[src/rtl/npu_pkg.sv]
// Shared types and sizing for the layer-1/2 memory read controller.
package npu_pkg;

    localparam int DATA_W          = 8;
    localparam int IMG_ADDR_W      = 10;
    localparam int STORE_ADDR_W    = 14;
    localparam int PARAM_ADDR_W    = 15;

    localparam int IMG_W           = 32;
    localparam int NUM_BANDS       = 32;
    localparam int PARAM_WORDS     = 16;
    localparam int NUM_FILTERS     = 8;

    localparam int COL_W           = $clog2(IMG_W);
    localparam int BAND_W          = $clog2(NUM_BANDS);
    localparam int K_W             = $clog2(PARAM_WORDS);
    localparam int FILT_W          = $clog2(NUM_FILTERS);
    localparam int WRITES_PER_PASS = (IMG_W - 3) * NUM_BANDS;

    typedef enum logic [2:0] {
        IDLE,
        PARAM,
        STREAM,
        DRAIN,
        DONE
    } state_t;

    function automatic logic [IMG_ADDR_W-1:0] image_addr(input logic [BAND_W-1:0] band,
                                                         input logic [COL_W-1:0]  col);
        return IMG_ADDR_W'(band) * IMG_ADDR_W'(IMG_W) + IMG_ADDR_W'(col);
    endfunction

    function automatic logic [PARAM_ADDR_W-1:0] param_addr(input logic [FILT_W-1:0] filter,
                                                           input logic [K_W-1:0]    k);
        return PARAM_ADDR_W'(filter) * PARAM_ADDR_W'(PARAM_WORDS) + PARAM_ADDR_W'(k);
    endfunction

endpackage

[src/rtl/memory_read_layer12_if.sv]
// RAM-side bus of the controller: image/param read ports, write-back strobes and FSM state.
// Read data is valid one cycle after its address; wr_en is a fire-and-forget strobe with no ready.
interface memory_read_layer12_if;
    import npu_pkg::*;

    logic [DATA_W-1:0]       read_image0;
    logic [DATA_W-1:0]       read_image1;
    logic [DATA_W-1:0]       read_image2;
    logic [DATA_W-1:0]       read_image3;
    logic [DATA_W-1:0]       read_conv;
    logic [IMG_ADDR_W-1:0]   image_ram_addr;
    logic [PARAM_ADDR_W-1:0] conv_ram_addr;
    logic [FILT_W-1:0]       ram_num;
    logic                    start_write_back;
    logic                    stop_write_back;
    logic                    wr_en;
    logic [STORE_ADDR_W-1:0] ram_store_addr;
    state_t                  state;

    modport master (
        input  read_image0, read_image1, read_image2, read_image3, read_conv,
        output image_ram_addr, conv_ram_addr, ram_num, start_write_back,
        output stop_write_back, wr_en, ram_store_addr, state
    );

    modport slave (
        output read_image0, read_image1, read_image2, read_image3, read_conv,
        input  image_ram_addr, conv_ram_addr, ram_num, start_write_back,
        input  stop_write_back, wr_en, ram_store_addr, state
    );

endinterface

[src/rtl/window_4x4.sv]
// 4x4 byte sliding window: each load shifts every row one column older and inserts a new column.
module window_4x4
    import npu_pkg::*;
(
    input  logic                     clk,
    input  logic                     rst,
    input  logic                     shift_en,
    input  logic [3:0][DATA_W-1:0]   col_in,
    output logic [15:0][DATA_W-1:0]  win
);

    logic [15:0][DATA_W-1:0] win_q;
    logic [15:0][DATA_W-1:0] win_d;

    always_comb begin
        win_d = win_q;
        if (shift_en) begin
            for (int r = 0; r < 4; r++) begin
                for (int c = 0; c < 3; c++) begin
                    win_d[4*r+c] = win_q[4*r+c+1];
                end
                win_d[4*r+3] = col_in[r];
            end
        end
    end

    always_ff @(posedge clk or posedge rst) begin
        if (rst) win_q <= '0;
        else     win_q <= win_d;
    end

    assign win = win_q;

endmodule

[src/rtl/memory_read_layer12.sv]
// Layer-1/2 read controller: per filter, fetch params, then stream the banked image through a
// 4x4 window and strobe one write-back per complete window into RAM ram_num.
module memory_read_layer12
    import npu_pkg::*;
(
    input  logic                      clk,
    input  logic                      reset,
    memory_read_layer12_if.master     bus,
    output logic [DATA_W-1:0]         out0,
    output logic [DATA_W-1:0]         out1,
    output logic [DATA_W-1:0]         out2,
    output logic [DATA_W-1:0]         out3,
    output logic [DATA_W-1:0]         out_param,
    output logic [DATA_W-1:0]         u0,  u1,  u2,  u3,
    output logic [DATA_W-1:0]         u4,  u5,  u6,  u7,
    output logic [DATA_W-1:0]         u8,  u9,  u10, u11,
    output logic [DATA_W-1:0]         u12, u13, u14, u15,
    output logic [STORE_ADDR_W-1:0]   ram_addr_a_test,
    output logic [STORE_ADDR_W-1:0]   ram_addr_b_test
);

    state_t                   state_q, state_d;
    logic [K_W-1:0]           k_q, k_d;
    logic [FILT_W-1:0]        filter_q, filter_d;
    logic [COL_W-1:0]         col_q, col_d;
    logic [BAND_W-1:0]        band_q, band_d;
    logic                     drain_q, drain_d;
    logic                     tag_valid_q, tag_valid_d;
    logic [COL_W-1:0]         tag_col_q, tag_col_d;
    logic [STORE_ADDR_W-1:0]  wr_cnt_q, wr_cnt_d;
    logic [STORE_ADDR_W-1:0]  ram_store_addr_q, ram_store_addr_d;
    logic                     wr_en_q, wr_en_d;
    logic                     start_q, start_d;
    logic                     stop_q, stop_d;
    logic [3:0][DATA_W-1:0]   out_q, out_d;
    logic [DATA_W-1:0]        out_param_q, out_param_d;
    logic [3:0][DATA_W-1:0]   img_col;
    logic [15:0][DATA_W-1:0]  win;

    assign img_col = {bus.read_image3, bus.read_image2, bus.read_image1, bus.read_image0};

    always_comb begin
        state_d          = state_q;
        k_d              = k_q;
        filter_d         = filter_q;
        col_d            = col_q;
        band_d           = band_q;
        drain_d          = drain_q;
        wr_cnt_d         = wr_cnt_q;
        ram_store_addr_d = ram_store_addr_q;
        // The tag follows its address by one cycle so it lines up with the returned data.
        tag_valid_d      = (state_q == STREAM);
        tag_col_d        = col_q;
        wr_en_d          = tag_valid_q && (tag_col_q >= COL_W'(3));
        start_d          = wr_en_d && (wr_cnt_q == '0);
        stop_d           = wr_en_q && (ram_store_addr_q == STORE_ADDR_W'(WRITES_PER_PASS - 1));
        out_d            = tag_valid_q ? img_col : out_q;
        out_param_d      = bus.read_conv;
        if (wr_en_d) begin
            ram_store_addr_d = wr_cnt_q;
            wr_cnt_d         = wr_cnt_q + 1'b1;
        end

        unique case (state_q)
            IDLE: state_d = PARAM;
            PARAM: begin
                if (k_q == K_W'(PARAM_WORDS - 1)) state_d = STREAM;
                else                              k_d     = k_q + 1'b1;
            end
            STREAM: begin
                if (col_q == COL_W'(IMG_W - 1)) begin
                    if (band_q == BAND_W'(NUM_BANDS - 1)) begin
                        state_d = DRAIN;
                    end else begin
                        col_d  = '0;
                        band_d = band_q + 1'b1;
                    end
                end else begin
                    col_d = col_q + 1'b1;
                end
            end
            // Two cycles: last data lands in the window, then its write strobe goes out.
            DRAIN: begin
                if (!drain_q) begin
                    drain_d = 1'b1;
                end else begin
                    drain_d = 1'b0;
                    if (filter_q == FILT_W'(NUM_FILTERS - 1)) begin
                        state_d = DONE;
                    end else begin
                        state_d          = PARAM;
                        filter_d         = filter_q + 1'b1;
                        k_d              = '0;
                        col_d            = '0;
                        band_d           = '0;
                        wr_cnt_d         = '0;
                        ram_store_addr_d = '0;
                    end
                end
            end
            DONE:    state_d = DONE;
            default: state_d = IDLE;
        endcase
    end

    always_ff @(posedge clk or posedge reset) begin
        if (reset) begin
            state_q          <= IDLE;
            k_q              <= '0;
            filter_q         <= '0;
            col_q            <= '0;
            band_q           <= '0;
            drain_q          <= 1'b0;
            tag_valid_q      <= 1'b0;
            tag_col_q        <= '0;
            wr_cnt_q         <= '0;
            ram_store_addr_q <= '0;
            wr_en_q          <= 1'b0;
            start_q          <= 1'b0;
            stop_q           <= 1'b0;
            out_q            <= '0;
            out_param_q      <= '0;
        end else begin
            state_q          <= state_d;
            k_q              <= k_d;
            filter_q         <= filter_d;
            col_q            <= col_d;
            band_q           <= band_d;
            drain_q          <= drain_d;
            tag_valid_q      <= tag_valid_d;
            tag_col_q        <= tag_col_d;
            wr_cnt_q         <= wr_cnt_d;
            ram_store_addr_q <= ram_store_addr_d;
            wr_en_q          <= wr_en_d;
            start_q          <= start_d;
            stop_q           <= stop_d;
            out_q            <= out_d;
            out_param_q      <= out_param_d;
        end
    end

    window_4x4 u_window (
        .clk      (clk),
        .rst      (reset),
        .shift_en (tag_valid_q),
        .col_in   (img_col),
        .win      (win)
    );

    assign bus.image_ram_addr   = image_addr(band_q, col_q);
    assign bus.conv_ram_addr    = param_addr(filter_q, k_q);
    assign bus.ram_num          = filter_q;
    assign bus.start_write_back = start_q;
    assign bus.stop_write_back  = stop_q;
    assign bus.wr_en            = wr_en_q;
    assign bus.ram_store_addr   = ram_store_addr_q;
    assign bus.state            = state_q;

    assign ram_addr_a_test = ram_store_addr_q;
    assign ram_addr_b_test = {4'b0, bus.image_ram_addr};

    assign out0      = out_q[0];
    assign out1      = out_q[1];
    assign out2      = out_q[2];
    assign out3      = out_q[3];
    assign out_param = out_param_q;

    assign u0  = win[0];   assign u1  = win[1];   assign u2  = win[2];   assign u3  = win[3];
    assign u4  = win[4];   assign u5  = win[5];   assign u6  = win[6];   assign u7  = win[7];
    assign u8  = win[8];   assign u9  = win[9];   assign u10 = win[10];  assign u11 = win[11];
    assign u12 = win[12];  assign u13 = win[13];  assign u14 = win[14];  assign u15 = win[15];

endmodule

[src/flat_wrapper.sv]
// flat-port wrapper written by rule: the top's interface ports become plain ports
module memory_read_layer12_flat import npu_pkg::*;
  (clk, reset, out0, out1, out2, out3, out_param, u0, u1, u2, u3, u4, u5, u6, u7, u8, u9, u10, u11, u12, u13, u14, u15, ram_addr_a_test, ram_addr_b_test, bus_read_image0, bus_read_image1, bus_read_image2, bus_read_image3, bus_read_conv, bus_image_ram_addr, bus_conv_ram_addr, bus_ram_num, bus_start_write_back, bus_stop_write_back, bus_wr_en, bus_ram_store_addr, bus_state);
  memory_read_layer12_if bus_i ();
  input  logic clk;
  input  logic reset;
  output logic [DATA_W-1:0] out0;
  output logic [DATA_W-1:0] out1;
  output logic [DATA_W-1:0] out2;
  output logic [DATA_W-1:0] out3;
  output logic [DATA_W-1:0] out_param;
  output logic [DATA_W-1:0] u0;
  output logic [DATA_W-1:0] u1;
  output logic [DATA_W-1:0] u2;
  output logic [DATA_W-1:0] u3;
  output logic [DATA_W-1:0] u4;
  output logic [DATA_W-1:0] u5;
  output logic [DATA_W-1:0] u6;
  output logic [DATA_W-1:0] u7;
  output logic [DATA_W-1:0] u8;
  output logic [DATA_W-1:0] u9;
  output logic [DATA_W-1:0] u10;
  output logic [DATA_W-1:0] u11;
  output logic [DATA_W-1:0] u12;
  output logic [DATA_W-1:0] u13;
  output logic [DATA_W-1:0] u14;
  output logic [DATA_W-1:0] u15;
  output logic [STORE_ADDR_W-1:0] ram_addr_a_test;
  output logic [STORE_ADDR_W-1:0] ram_addr_b_test;
  input wire logic [$bits(bus_i.read_image0)-1:0] bus_read_image0;
  input wire logic [$bits(bus_i.read_image1)-1:0] bus_read_image1;
  input wire logic [$bits(bus_i.read_image2)-1:0] bus_read_image2;
  input wire logic [$bits(bus_i.read_image3)-1:0] bus_read_image3;
  input wire logic [$bits(bus_i.read_conv)-1:0] bus_read_conv;
  output wire logic [$bits(bus_i.image_ram_addr)-1:0] bus_image_ram_addr;
  output wire logic [$bits(bus_i.conv_ram_addr)-1:0] bus_conv_ram_addr;
  output wire logic [$bits(bus_i.ram_num)-1:0] bus_ram_num;
  output wire logic [$bits(bus_i.start_write_back)-1:0] bus_start_write_back;
  output wire logic [$bits(bus_i.stop_write_back)-1:0] bus_stop_write_back;
  output wire logic [$bits(bus_i.wr_en)-1:0] bus_wr_en;
  output wire logic [$bits(bus_i.ram_store_addr)-1:0] bus_ram_store_addr;
  output wire logic [$bits(bus_i.state)-1:0] bus_state;
  assign bus_i.read_image0 = bus_read_image0;
  assign bus_i.read_image1 = bus_read_image1;
  assign bus_i.read_image2 = bus_read_image2;
  assign bus_i.read_image3 = bus_read_image3;
  assign bus_i.read_conv = bus_read_conv;
  assign bus_image_ram_addr = bus_i.image_ram_addr;
  assign bus_conv_ram_addr = bus_i.conv_ram_addr;
  assign bus_ram_num = bus_i.ram_num;
  assign bus_start_write_back = bus_i.start_write_back;
  assign bus_stop_write_back = bus_i.stop_write_back;
  assign bus_wr_en = bus_i.wr_en;
  assign bus_ram_store_addr = bus_i.ram_store_addr;
  assign bus_state = bus_i.state;
  memory_read_layer12 u_core (.clk(clk), .reset(reset), .bus(bus_i), .out0(out0), .out1(out1), .out2(out2), .out3(out3), .out_param(out_param), .u0(u0), .u1(u1), .u2(u2), .u3(u3), .u4(u4), .u5(u5), .u6(u6), .u7(u7), .u8(u8), .u9(u9), .u10(u10), .u11(u11), .u12(u12), .u13(u13), .u14(u14), .u15(u15), .ram_addr_a_test(ram_addr_a_test), .ram_addr_b_test(ram_addr_b_test));
endmodule
[config.mk]
export PLATFORM = sky130hd
export DESIGN_NAME = memory_read_layer12_flat
export DESIGN_NICKNAME = d
export VERILOG_FILES = /design/src/rtl/npu_pkg.sv /design/src/rtl/memory_read_layer12_if.sv /design/src/rtl/window_4x4.sv /design/src/rtl/memory_read_layer12.sv /design/src/flat_wrapper.sv
export SDC_FILE = /design/constraint.sdc
export NUM_CORES = 1
export LEC_CHECK = 0
export ABC_AREA = 1
export BUFFER_PORTS_ARGS = -buffer_cell sky130_fd_sc_hd__buf_4
export CAP_MARGIN = 20
export CORE_UTILIZATION = 45
export CTS_CLUSTER_DIAMETER = 120
export CTS_CLUSTER_SIZE = 24
export DETAILED_ROUTE_END_ITERATION = 10
export PLACE_DENSITY = 0.73
export SLEW_MARGIN = 0
export SYNTH_ARGS = -nofsm -noshare
export SYNTH_HDL_FRONTEND = slang
export SYNTH_SLANG_ARGS = --single-unit
[constraint.sdc]
create_clock -name clk -period 8.1 [get_ports clk]
set_input_delay 0.81 -clock clk [delete_from_list [all_inputs] [get_ports clk]]
set_output_delay 0.81 -clock clk [all_outputs]
set_load 0.005 [all_outputs]
== Word level (Yosys, flattened, before mapping) ==
Cells that the tools add are included.

* Input bits: 42
* Output and inout port bits: 244
* Register bits after elaboration: 194
* Word-level logic and storage cells: 95

* Multiplexer cells: 27
* Equal/unequal tests: 17
* Magnitude comparators: 1
* Bitwise operators: 1
* Add/subtract/negate cells: 7
* Reductions and logical operators: 12

{| class="wikitable"
|+ Operators by type and width
! operator !! number
|-
| 2-to-1 mux 14 bit || 8
|-
| 2-to-1 mux 5 bit || 6
|-
| case mux 5 bit (2 select lines) || 2
|-
| 2-to-1 mux 3 bit || 5
|-
| case mux 3 bit (5 select lines) || 1
|-
| adder 14 x 1 -> 14 bit (second input constant) || 1
|-
| == test 14 x 10 -> 1 bit (second input constant) || 1
|-
| logical NOT 14 bit || 1
|-
| 2-to-1 mux 4 bit || 3
|-
| AND reduction 4 bit || 3
|-
| adder 10 x 5 -> 10 bit || 1
|-
| adder 5 x 1 -> 5 bit (second input constant) || 2
|-
| == test 5 bit (second input constant) || 2
|-
| inequality test 2 bit (second input constant) || 5
|-
| adder 7 x 4 -> 8 bit || 1
|-
| case mux 4 bit (2 select lines) || 1
|-
| == test 3 x 2 -> 1 bit (second input constant) || 2
|-
| == test 3 bit (second input constant) || 2
|-
| greater-or-equal comparator 5 x 2 -> 1 bit (second input constant) || 1
|-
| AND reduction 5 bit || 1
|-
| adder 4 x 1 -> 4 bit (second input constant) || 1
|-
| == test 4 bit (second input constant) || 1
|-
| inequality test 2 x 1 -> 1 bit (second input constant) || 2
|-
| nonzero test 2 bit || 2
|-
| other kinds (8) || 10
|}

== Depth between registers and ports, before layout ==
* Word-level depth: 6
* Depth in mapped cells: 11

== Modules after synthesis ==
A second synthesis with hierarchy kept.

* Cells, all modules: 993
* Area total of the unflattened synthesis: 9,430.3 µm²

{| class="wikitable"
|+ By module, submodules not included
! module !! times used !! cells each !! area each (µm²) !! seq. area each (µm²)
|-
| window_4x4 || 1 || 542 || 4,963.5 || 3,203.1
|-
| memory_read_layer12 || 1 || 451 || 4,466.8 || 2,452.4
|}

== Worst setup path after synthesis ==
Ideal clock, no wire load.

* Kind: reg-to-reg
* Start point: reg u_core.col_q[0]
* End point: reg u_core.col_q[2]
* Arrival: 1.495 ns
* Stages on the path, launching flop included: 12
* Buffers on the path: 0
* Slack: 6.528 ns
* Required time: 8.023 ns
* Cells stage by stage: dfrtp_1 ha_1 nand2_1 nor2_1 ha_1 nand3_1 nand2_1 inv_1 nand3_2 inv_2 nand2_1 a21oi_1

* Cells in the longest elaborated chain, start to end: 3
* Elaborated cells between the ends (all ways): 6
* Classes of those cells: add/sub: 1; eq/ne: 2; mux: 2; reduce/logical: 1

{| class="wikitable"
|+ Ends and longest elaborated chain
! item !! RTL line !! text
|-
| start, declared || memory_read_layer12.sv:25 || <nowiki>logic [COL_W-1:0] col_q, col_d;</nowiki>
|-
| start signal, assigned || memory_read_layer12.sv:127 || <nowiki>col_q <= col_d;</nowiki>
|-
| adder 5 x 1 -> 5 bit / == test 5 bit (equally long branches) || memory_read_layer12.sv:79, memory_read_layer12.sv:71 ||
|-
| 2-to-1 mux 5 bit / inequality test 3 bit (equally long branches) || n/a ||
|-
| case mux 5 bit (2 select lines) / AND reduction 4 bit (equally long branches) || n/a ||
|}

Parallel ways exist; a longest one is shown, timed or not.
A chain may end at the register's enable or synchronous reset.

== Final worst setup path ==
* Start point: reg u_core.tag_valid_q
* End point: reg u_core.out_q, in the netlist u_core.out2[6]

{| class="wikitable"
|+ RTL lines
! item !! RTL line !! text
|-
| start, declared || memory_read_layer12.sv:28 || <nowiki>logic tag_valid_q, tag_valid_d;</nowiki>
|-
| start signal, assigned || memory_read_layer12.sv:130 || <nowiki>tag_valid_q <= tag_valid_d;</nowiki>
|-
| end signal, assigned || memory_read_layer12.sv:137 || <nowiki>out_q <= out_d;</nowiki>
|-
| end, declared || memory_read_layer12.sv:35 || <nowiki>logic [3:0][DATA_W-1:0] out_q, out_d;</nowiki>
|}

No word-level cell between the ends.

==> flow_summary.json <==
{
  "status": "finished, final reports clean",
  "clk_pin_slew_ns": 0.08,
  "r2r_start": "u_core.tag_valid_q$_DFF_PP0_",
  "hold_path_depth": 1,
  "synth_edf_count": 0,
  "finalSetupTns_ns": 0,
  "drt_iter0_markers": 307,
  "max_clock_freq_mhz": 360,
  "die-area_um2": 18900,
  "overflow": 0,
  "gp_congestion": 0.849,
  "ioPinCount": 286,
  "arrival_ns": 3.05,
  "combPwrFrac": 0.072,
  "power_frac_seq": 0.520,
  "cts_setup_buffers": 0,
  "ctsResizeCount": 0,
  "start_util": 0.459,
  "grt-busiest-layer": "met2",
  "criticalPathCategory": "reg2reg",
  "antenna_found_initial": 0,
  "worstMarginPinSlew_ns": 0.897,
  "synth.area.top_cells": "dfrtp_1, buf_4, o21ai_0",
  "dr.pass1.iters": 6,
  "synth_top_cell_by_area": "dfrtp_1",
  "syn-cell-area_um2": 8240,
  "period_share": 0.343,
  "ys_ff_latch": 194,
  "vdd_ir_drop_max_uv": 145,
  "hp-class": "in2reg",
  "synthArstFlopShare": 1.00,
  "gr-usage-met3": 0.0423,
  "drive_gt1_frac": 0.312,
  "cts-root-buf": "clkbuf_16",
  "routed_wl_um": 18300,
  "fillers": 1577,
  "fin_crit_ns": 2.78,
  "yosysMostFrequentCell": "dfrtp_1",
  "worstHoldStart": "bus_read_conv[2]",
  "synth_flop_cell": "dfrtp_1",
  "grt_use_met2": 0.323,
  "drv_cap": 0,
  "area_growth_syn_to_layout_pct": 27.3,
  "postSynthAreaPerCell_um2": 9.64,
  "cts.sinks": 194,
  "yosys.cell_types.count": 34,
  "required_ns": 8.37,
  "htree_levels": 4,
  "r2r_slack_ns": 5.32,
  "cts_buffer_depth": 2,
  "end_kind": "register",
  "io_buffers": 273,
  "die_w_um": 137,
  "worstRegToRegCells": 3,
  "slew_viol_final": 0,
  "grt_pass1_vias": 5870,
  "p_clk_frac": 0.408,
  "num_vias": 6262,
  "setup_viol": 0,
  "clock_skew_ns": 0.0112,
  "total_leakage_power_nw": 5.46,
  "cts_buffers": 17,
  "r2r_end": "u_core.out2[6]$_DFFE_PP0P_",
  "fp.dieH_um": 137,
  "internal_power_w": 0.00149,
  "hold_end": "u_core.out_param[2]$_DFF_PP0_",
  "cp-start-kind": "register",
  "p_sw_frac": 0.245,
  "synth_seq_area_share": 0.589,
  "grt_util_all_layers": 0.197,
  "insertion_delay_ns": 0.43,
  "remaining_drc_errors": 0,
  "slew_headroom": 0.402,
  "netlist_instances": 855,
  "grt_pass1_wl_um": 28700,
  "path_max_fanout": 98,
  "switching_power_w": 0.000485,
  "final_hold_viol_count": 0,
  "synth_top_area_share": 0.589,
  "vias_per_cell": 4.82,
  "n_antenna_cell": 0,
  "cts_tree": "yes",
  "postRouteAntennaNets": 0,
  "layout.nets": 1107,
  "use_met1": 0.254,
  "rsz0062_at_grt": "false",
  "wire_per_inst_um": 14.1,
  "cts-hold-fix-buffers": 0,
  "grt_max_degree": 123,
  "yosys-top-cells-count": "dfrtp_1, nand2_1, inv_1",
  "yosysWarnings": 0,
  "p_per_area_nw_per_um2": 188,
  "coreArea_um2": 18000,
  "final_util": 0.584,
  "dp_hpwl_um": 12900,
  "row_count": 49
}
==> registers in the layout (all words and copies together) (netlist names), 4 cells and up <==
signal                     flops
u_core.col_q                   5
u_core.tag_col_q               5
u_core.out1                    8
u_core.out0                    8
u_core.out2                    8
u_core.out_param               8
u_core.band_q                  5
u_core.u_window.win          104
u_core.bus.ram_store_addr     14
u_core.wr_cnt_q               14
u_core.k_q                     4
==> worst max path at each step <==
stage                     cells past startpoint                                  end  slack (ns)                          from
after floorplan                               1         u_core.band_q[0]$_DFFE_PP0P_        2.01                         reset
after global placement                        3           u_core.out2[4]$_DFFE_PP0P_        5.42  u_core.tag_valid_q$_DFF_PP0_
after detailed placement                      3           u_core.out2[6]$_DFFE_PP0P_        5.34  u_core.tag_valid_q$_DFF_PP0_
after CTS                                     4  u_core.u_window.win[70]$_DFFE_PP0P_        5.34  u_core.tag_valid_q$_DFF_PP0_
after global routing                          3           u_core.out2[6]$_DFFE_PP0P_        5.07  u_core.tag_valid_q$_DFF_PP0_
final                                         3           u_core.out2[6]$_DFFE_PP0P_        5.32  u_core.tag_valid_q$_DFF_PP0_
==> power by group through the flow <==
stage	sequential, W	clock, W	combinational (W)
after floorplan	0.00105	0	0.0000597
after global placement	0.00105	0	0.000142
after detailed placement	0.00105	0	0.000145
after CTS	0.00103	0.000827	0.000145
after global routing	0.00103	0.000864	0.000160
final	0.00103	0.000806	0.000142
==> cell families after synthesis <==
group / Yosys count / share of synthesized area
fa+ha+maj: 9 / 0.0137
compound gates: 170 / 0.104
mux: 10 / 0.0137
xor+xnor: 6 / 0.00638
simple gates: 257 / 0.137
other cells: 1 / 0.000455
buf+inv: 208 / 0.135
flops: 194 / 0.589
==> placed cells by master (no fill, tap or decap), types with 5 or more instances in the layout <==
cell type  Yosys  final
conb_1         1     12
inv_8          0      7
mux2_2        10     10
nor2_1        91     91
dfrtp_1      194    193
buf_4         74    276
nand2_1      105    105
a21oi_1       80     80
o21ai_0       86     86
nand3_1       28     28
nand4_1        8      8
inv_2          5      5
nor3_1         8      8
inv_1         98     97
clkbuf_16      0     17
ha_1           9      9
==> metal layers <==
layer / vias to the layer above / wire (µm) / part of all wire
li1: 3051 / - / -
met1: 2988 / 7950 / 0.43
met2: 202 / 8790 / 0.48
met3: 21 / 1160 / 0.064
met4: 0 / 395 / 0.022
met5: - / 0 / 0
==> area by class of cell <==
type	count	area, µm²	share of cell area
Clock buffer	18	429	0.0409
Clock inverter	14	139	0.0132
Inverter	103	394	0.0376
Multi-Input combinational cell	464	2310	0.220
Sequential cell	194	4860	0.463
Tap cell	229	287	0.0273
Timing Repair Buffer	276	2070	0.198
==> worst max-delay path, stage by stage, from the launching register on <==
cell and delay [ns]:
dfrtp_4 0.88, buf_4 0.68, buf_4 0.75, o21ai_0 0.24
==> per-stage QoR <==
stage               total power [W]  setup WS, ns  std cells  hold slack, ns  cell area [µm²]
floorplan                   0.00111          2.01        866           0.440             8280
global placement            0.00119          5.42       1266           0.470             9920
detailed placement          0.00119          5.34       1266           0.488             9920
CTS                         0.00200          5.34       1298           0.465            10500
global route                0.00206          5.07       1298           0.463            10500
finish                      0.00198          5.32       1298           0.479            10500
Power figures use the tool's default switching activity.
